File: src/rtl/step_sequencer_ctrl.sv
`default_nettype none
// ============================================================================
// Module   : step_sequencer_ctrl
// Brief    : Tick-driven 16-step pattern sequencer issuing notes over valid/ready
//            and owning per-note gate timing.
// Revision : 1.0 - initial release
// ============================================================================
module step_sequencer_ctrl #(
    parameter int STEPS  = 16,
    parameter int NOTE_W = 7,
    parameter int TICK_W = 8
) (
    input  logic                     CLK_50_MHz,
    input  logic                     reset,
    input  logic                     CLK_100Hz,
    input  logic                     start,
    input  logic                     stop,
    input  logic [TICK_W-1:0]        ticks_per_step,
    input  logic [TICK_W-1:0]        gate_ticks,
    input  logic                     wr_en,
    input  logic [$clog2(STEPS)-1:0] wr_addr,
    input  logic [NOTE_W-1:0]        wr_note,
    input  logic                     wr_rest,
    output logic [NOTE_W-1:0]        note_out,
    output logic                     note_valid,
    input  logic                     note_ready,
    output logic                     gate,
    output logic [$clog2(STEPS)-1:0] step_idx,
    output logic                     busy
);

    localparam int         c_IDX_W    = $clog2(STEPS);
    localparam logic [1:0] c_IDLE     = 2'd0;
    localparam logic [1:0] c_LOAD     = 2'd1;
    localparam logic [1:0] c_WAIT_ACK = 2'd2;
    localparam logic [1:0] c_RUN      = 2'd3;

    logic [1:0]         r_state, w_state_nxt;
    logic               r_busy;
    logic               r_prev;
    logic               w_tick;
    logic [TICK_W-1:0]  r_tick_cnt, w_tick_cnt_nxt;
    logic [TICK_W-1:0]  r_tps_l, w_tps_l_nxt;
    logic [TICK_W-1:0]  r_gate_l, w_gate_l_nxt;
    logic [TICK_W-1:0]  w_tps_sample;
    logic [TICK_W:0]    w_cnt_inc;
    logic [c_IDX_W-1:0] r_step_idx, w_step_nxt;
    logic [NOTE_W-1:0]  r_note_out, w_note_nxt;
    logic               r_note_valid, w_valid_nxt;
    logic               r_gate, w_gate_nxt;
    logic               w_enter_run;
    logic [NOTE_W:0]    w_entry;

    // Entry layout: {rest, note}
    logic [NOTE_W:0]    r_mem [STEPS];

    assign w_tick     = CLK_100Hz & ~r_prev;
    assign note_out   = r_note_out;
    assign note_valid = r_note_valid;
    assign gate       = r_gate;
    assign step_idx   = r_step_idx;
    assign busy       = r_busy;

    always_ff @(posedge CLK_50_MHz or posedge reset) begin
        if (reset) begin
            for (int i = 0; i < STEPS; i++) begin
                r_mem[i] <= {1'b1, {NOTE_W{1'b0}}};
            end
        end else if (wr_en) begin
            r_mem[wr_addr] <= {wr_rest, wr_note};
        end
    end

    always_ff @(posedge CLK_50_MHz or posedge reset) begin
        if (reset) begin
            r_state      <= c_IDLE;
            r_busy       <= 1'b0;
            r_prev       <= 1'b0;
            r_tick_cnt   <= '0;
            r_tps_l      <= '0;
            r_gate_l     <= '0;
            r_step_idx   <= '0;
            r_note_out   <= '0;
            r_note_valid <= 1'b0;
            r_gate       <= 1'b0;
        end else begin
            r_state      <= w_state_nxt;
            r_busy       <= (w_state_nxt != c_IDLE);
            r_prev       <= CLK_100Hz;
            r_tick_cnt   <= w_tick_cnt_nxt;
            r_tps_l      <= w_tps_l_nxt;
            r_gate_l     <= w_gate_l_nxt;
            r_step_idx   <= w_step_nxt;
            r_note_out   <= w_note_nxt;
            r_note_valid <= w_valid_nxt;
            r_gate       <= w_gate_nxt;
        end
    end

    always_comb begin
        w_entry        = r_mem[r_step_idx];
        w_cnt_inc      = {1'b0, r_tick_cnt} + 1'b1;
        w_tps_sample   = (ticks_per_step == '0) ? TICK_W'(1) : ticks_per_step;
        w_state_nxt    = r_state;
        w_step_nxt     = r_step_idx;
        w_note_nxt     = r_note_out;
        w_valid_nxt    = r_note_valid;
        w_gate_nxt     = r_gate;
        w_tick_cnt_nxt = r_tick_cnt;
        w_tps_l_nxt    = r_tps_l;
        w_gate_l_nxt   = r_gate_l;
        w_enter_run    = 1'b0;

        case (r_state)
            c_IDLE: begin
                w_valid_nxt = 1'b0;
                w_gate_nxt  = 1'b0;
                if (start) begin
                    w_state_nxt = c_LOAD;
                    w_step_nxt  = '0;
                end
            end
            c_LOAD: begin
                w_gate_nxt = 1'b0;
                if (w_entry[NOTE_W]) begin
                    w_valid_nxt = 1'b0;
                    w_enter_run = 1'b1;
                end else begin
                    w_state_nxt = c_WAIT_ACK;
                    w_note_nxt  = w_entry[NOTE_W-1:0];
                    w_valid_nxt = 1'b1;
                end
            end
            c_WAIT_ACK: begin
                // Ticks here are intentionally ignored; the step clock restarts on RUN entry
                if (note_ready) begin
                    w_valid_nxt = 1'b0;
                    w_gate_nxt  = 1'b1;
                    w_enter_run = 1'b1;
                end
            end
            c_RUN: begin
                if (r_gate_l == '0) begin
                    w_gate_nxt = 1'b0;
                end
                if (w_tick) begin
                    w_tick_cnt_nxt = w_cnt_inc[TICK_W-1:0];
                    if (w_cnt_inc == {1'b0, r_gate_l}) begin
                        w_gate_nxt = 1'b0;
                    end
                    if (w_cnt_inc == {1'b0, r_tps_l}) begin
                        w_gate_nxt  = 1'b0;
                        w_step_nxt  = r_step_idx + 1'b1;
                        w_state_nxt = c_LOAD;
                    end
                end
            end
            default: w_state_nxt = c_IDLE;
        endcase

        if (w_enter_run) begin
            w_state_nxt    = c_RUN;
            w_tick_cnt_nxt = '0;
            w_tps_l_nxt    = w_tps_sample;
            w_gate_l_nxt   = gate_ticks;
        end

        if (stop) begin
            w_state_nxt = c_IDLE;
            w_valid_nxt = 1'b0;
            w_gate_nxt  = 1'b0;
            w_step_nxt  = r_step_idx;
        end
    end

endmodule
`default_nettype wire

File: config.mk
export PLATFORM = sky130hd
export DESIGN_NAME = step_sequencer_ctrl
export DESIGN_NICKNAME = d
export VERILOG_FILES = /design/src/rtl/step_sequencer_ctrl.sv
export SDC_FILE = /design/constraint.sdc
export NUM_CORES = 1
export LEC_CHECK = 0
export CORE_ASPECT_RATIO = 1.2
export CORE_UTILIZATION = 50
export DETAILED_ROUTE_END_ITERATION = 7
export PLACE_DENSITY = 0.76
export SYNTH_ARGS = -nofsm -noshare
export SYNTH_HDL_FRONTEND = slang
export SYNTH_SLANG_ARGS = --single-unit
File: constraint.sdc
create_clock -name CLK_50_MHz -period 7.9 [get_ports CLK_50_MHz]
set_input_delay 1.58 -clock CLK_50_MHz [delete_from_list [all_inputs] [get_ports CLK_50_MHz]]
set_output_delay 1.58 -clock CLK_50_MHz [all_outputs]
set_load 0.05 [all_outputs]
; After elaboration in Yosys (flattened, before gate mapping)
; Index checks and enable logic that the tools add are counted.
[totals]
wordCells = 95
reg_bits = 169
out_inout_bits = 14
inputBits = 35
[classes]
magnitude_cmp = 3
mux = 35
n_reduce_logical = 14
addsub = 2
bitwise = 6
eq_ne = 9
[op_table]
columns = op, n
row1 = 128-bit bitwise mux, 1
row2 = 8-bit two-way mux, 7
row3 = 8-bit binary-select mux with 4-bit select, 1
row4 = 8-bit demux with 4-bit select, 1
row5 = 9-bit by 8-bit == test with 1-bit output, 2
row6 = 8-bit logical NOT, 2
row7 = 2-bit two-way mux, 6
row8 = 4-bit two-way mux, 3
row9 = 1-bit two-way mux, 11
row10 = 5-bit >= comparator (second input constant), 2
row11 = 4-bit inverter with 5-bit output, 2
row12 = 8-bit by 1-bit adder with 9-bit output (second input constant), 1
row13 = 4-bit one-hot mux with 2 select lines, 1
row14 = 2-bit nonzero test, 4
row15 = 2-bit inequality test (second input constant), 3
row16 = 1-bit one-hot mux with 3 select lines, 2
row17 = 2-bit one-hot mux with 3 select lines, 1
row18 = 2-bit AND reduction, 3
row19 = 5-bit by 1-bit less-than comparator with 1-bit output (second input constant), 1
row20 = 5-bit AND reduction, 1
row21 = 4-bit by 1-bit adder with 4-bit output (second input constant), 1
row22 = 2-bit == test (second input constant), 2
row23 = 4-bit nonzero test, 1
row24 = 3-bit inequality test (second input constant), 1
row25 = other kinds (7), 9

; Logic depth before layout (Yosys ltp)
[depth]
depth_word = 9
mapped_depth = 8
ltp_nobuf = 8

; Least setup slack after synthesis
; OpenSTA, ideal clock, no wires.
[synth_path]
path_type = in2reg
start = input port CLK_100Hz
end = register r_step_idx[0], in the netlist step_idx[0]
required_time_ps = 7817
path_slack_ps = 4840
arrival_time_ps = 2977
setup_time_ps = 83
cell_stages = 6
path_cell_list = nor2b_1 > a21boi_0 > o2111ai_1 > a2111o_1 > or3_1 > o21ai_0
[synth_between]
elab_chain_len = 3
[synth_rtl]
columns = item, line_no
row1 = "start, declared", 15  ; input logic CLK_100Hz,
row2 = 1-bit bitwise AND, 57  ; assign w_tick = CLK_100Hz & ~r_prev;
row3 = 2-bit inequality test (no source line), n/a
row4 = 5-bit AND reduction (no source line), n/a
row5 = "end signal, assigned", 93  ; r_step_idx <= w_step_nxt;
row6 = "end, declared", 47  ; logic [c_IDX_W-1:0] r_step_idx, w_step_nxt;
; Every way passes these cells.
; A chain may end at the register's enable or synchronous reset.

; Final worst setup path
[layout_path]
start = register r_step_idx[1], in the netlist step_idx[1]
end = output port step_idx[1]
[layout_lines]
columns = item, line_no
row1 = "end, declared", 28  ; output logic [$clog2(STEPS)-1:0] step_idx,
; No word-level cell between the ends.

==> results.py <==
metrics = {
    "worst_setup_path": {
        "path_delay_family": "buffers and inverters",
        "max_stage_delay_ns": 0.96,
        "r2r_end": "note_out[6]",
        "cpMaxStageDelayCell": "clkdlybuf4s50_1",
        "worst-r2r-cell-count": 5,
        "crit_buf_inv": 1,
        "end_kind": "output port",
        "crit_fanout": 15,
        "reg2reg_slack_ns": 4.79,
        "crit_type": "reg2out",
        "worstPathCellList": "clkdlybuf4s50_1",
        "cp.arrival_ns": 2.33,
        "startpoint_type": "register",
        "r2r_start": "step_idx[1]",
        "required_ns": 6.32,
    },
    "place": {
        "io_buffers": 48,
        "dpl.hpwl_mm": 11.8,
        "place_congestion": 0.859,
        "placed_cells": 799,
        "dpl_cell_area_mm2": 0.00880,
    },
    "synthesis": {
        "ys_ff_latch": 169,
        "yosysWarnings": 0,
        "yosysTopAreaCell": "dfrtp_1",
        "yosys-top-cells-area": "dfrtp_1 47%, mux2_2 19%, mux4_2 8.5%",
        "synth_most_common_cell": "dfrtp_1",
        "synth_nets": 617,
        "synthTopCellsByCount": "153 x dfrtp_1, 141 x mux2_2, 36 x nor2_1",
        "netlist_instances": 575,
        "synth_area_mm2": 0.00822,
        "synth-edff-count": 0,
        "ys_seq_area_share_pct": 51.7,
        "yosys.area.top_type_share_pct": 46.6,
        "synthFlopType": "dfrtp_1",
        "async_flop_share_pct": 100,
        "ys_types": 52,
        "syn_area_per_cell_um2": 14.3,
    },
    "timing": {
        "slew_viol_final": 0,
        "hold_viol": 0,
        "fmax_mhz": 256,
        "setup_viol": 0,
        "relSlewSlack_pct": 12.9,
        "tns_ns": 0,
        "fin_skew_ns": 0.0128,
        "layout_min_cycle_time_ns": 3.91,
        "period_share_pct": 49.4,
        "rsz0062_at_grt": "no",
        "tightest_slew_ns": 1.30,
    },
    "global_routing": {
        "grt_overflow": 0,
        "grt_pass1_wl_mm": 29.5,
        "antenna_found_initial": 0,
        "grt_pass1_vias": 5261,
        "grt_max_degree": 87,
        "grt_usage_pct": 23.6,
    },
    "final_layout": {
        "area_growth_pct": 14.1,
        "instances_no_fill": 830,
        "final_cell_area_mm2": 0.00938,
        "finalNetCount": 652,
        "layout-drive-gt1-share_pct": 37.6,
        "fin_util_pct": 59.2,
        "diodes": 0,
    },
    "clock_tree": {
        "htreeDepth": 4,
        "clk_pin_slew_ns": 0.06,
        "numCtsBuffers": 17,
        "postCtsHoldBufs": 0,
        "tritoncts": "built",
        "clock_latency_ns": 0.43,
        "clockBufferDepth": 2,
        "cts_resized": 0,
        "cts.sinks": 169,
        "clockRootBuffer": "clkbuf_16",
        "postCtsSetupBuffers": 0,
    },
    "routing": {
        "first_iter_violations": 289,
        "first_pass_iters": 4,
        "drt-wirelength-per-cell_um": 22.2,
        "num_vias": 4880,
        "routed_wl_mm": 18.4,
        "route.detailed.drc": 0,
        "drtAntennaViolNets": 0,
        "viasPerCell": 5.88,
    },
    "min_path": {
        "hold-path-cell-count": 1,
        "min_to": "r_mem[116]",
        "min_from": "r_mem[116]",
        "min_path_type": "reg2reg",
    },
    "pwr": {
        "peakVddDrop_v": 0.000183,
        "p_total_mw": 2.65,
        "power.leakage_nw": 3.86,
        "power.density_mw_per_mm2": 282,
    },
    "die": {
        "die_y_um": 142,
        "num_rows": 50,
        "start_util_pct": 51.9,
        "core-area_mm2": 0.0158,
        "ios": 49,
        "dieArea_mm2": 0.0170,
        "fp.dieW_um": 119,
    },
    "run_status": {
        "status": "completed",
    },
    "job": {
        "cap_violations": 0,
    },
}
state kept, by name (all words and copies together) (netlist names):
name and cells:
note_out 7, r_tps_l 8, note_valid 1, r_prev 1, r_tick_cnt 8, busy 1
gate 1, r_state 2, r_gate_l 8, step_idx 4, r_mem 128
report_power, final:
group / switching [mW] / internal, mW / total, mW
clock network: 0.336 / 0.472 / 0.808
logic: 0.264 / 0.338 / 0.603
registers: 0.140 / 1.10 / 1.24
how the worst max path moves through the flow:
stage	startpoint	cells after the start	to	slack, ns
after floorplan	reset	1	busy	1.77
after global placement	wr_addr[3]	4	r_mem[78]	4.09
after detailed placement	wr_addr[3]	4	r_mem[85]	4.03
after CTS	step_idx[1]	1	step_idx[1]	3.95
after global routing	step_idx[1]	1	step_idx[1]	3.90
final	step_idx[1]	1	step_idx[1]	3.99
cells in the final DEF, fill, tap and decap left out, types with 5 or more instances in the layout:
cell	count
xnor2_1	16
nand3_1	9
mux4_2	31
nor2_1	36
nand3b_1	5
dfrtp_1	152
nand2_1	14
ha_1	7
nand4_1	6
mux2_2	141
clkbuf_16	17
xor2_1	11
mux4_1	8
nor3_1	7
or3_1	5
dfstp_2	16
o21ai_0	8
inv_1	8
clkdlybuf4s50_1	48
mux2_4	9
cell families (layout without fill, tap and decap cells):
logic type | count (synthesis) | count (layout) | share of synthesized area (%)
flops | 169 | 169 | 51.7
xor+xnor | 27 | 27 | 2.88
simple gates | 102 | 102 | 6.24
fa+ha+maj | 7 | 7 | 1.07
mux | 193 | 193 | 32.5
buf+inv | 45 | 92 | 2.71
compound gates | 32 | 32 | 2.88
routing by layer:
layer  GRT usage [%]  share of wire (%)  vias to the layer above
met2            40.5                 52                      131
met5               0                  0                        -
met3            4.13                4.9                       18
met4            8.26                1.4                        0
met1            30.1                 42                     2538
li1                -                  -                     2193
stage by stage:
stage,hold slack [ns],setup WS (ns)
4_1_cts,0.500,3.95
2_1_floorplan,0.474,1.77
6_report,0.497,3.99
3_3_place_gp,0.482,4.09
5_1_grt,0.508,3.90
3_5_place_dp,0.487,4.03
area by class of cell:
type,instances,area [um^2]
Clock buffer,20,447
Clock inverter,11,124
Fill cell,1231,6450
Inverter,9,38.8
Multi-Input combinational cell,361,3740
Sequential cell,169,4250
Tap cell,208,260
Timing Repair Buffer,52,510
Power figures use the tool's default switching activity.
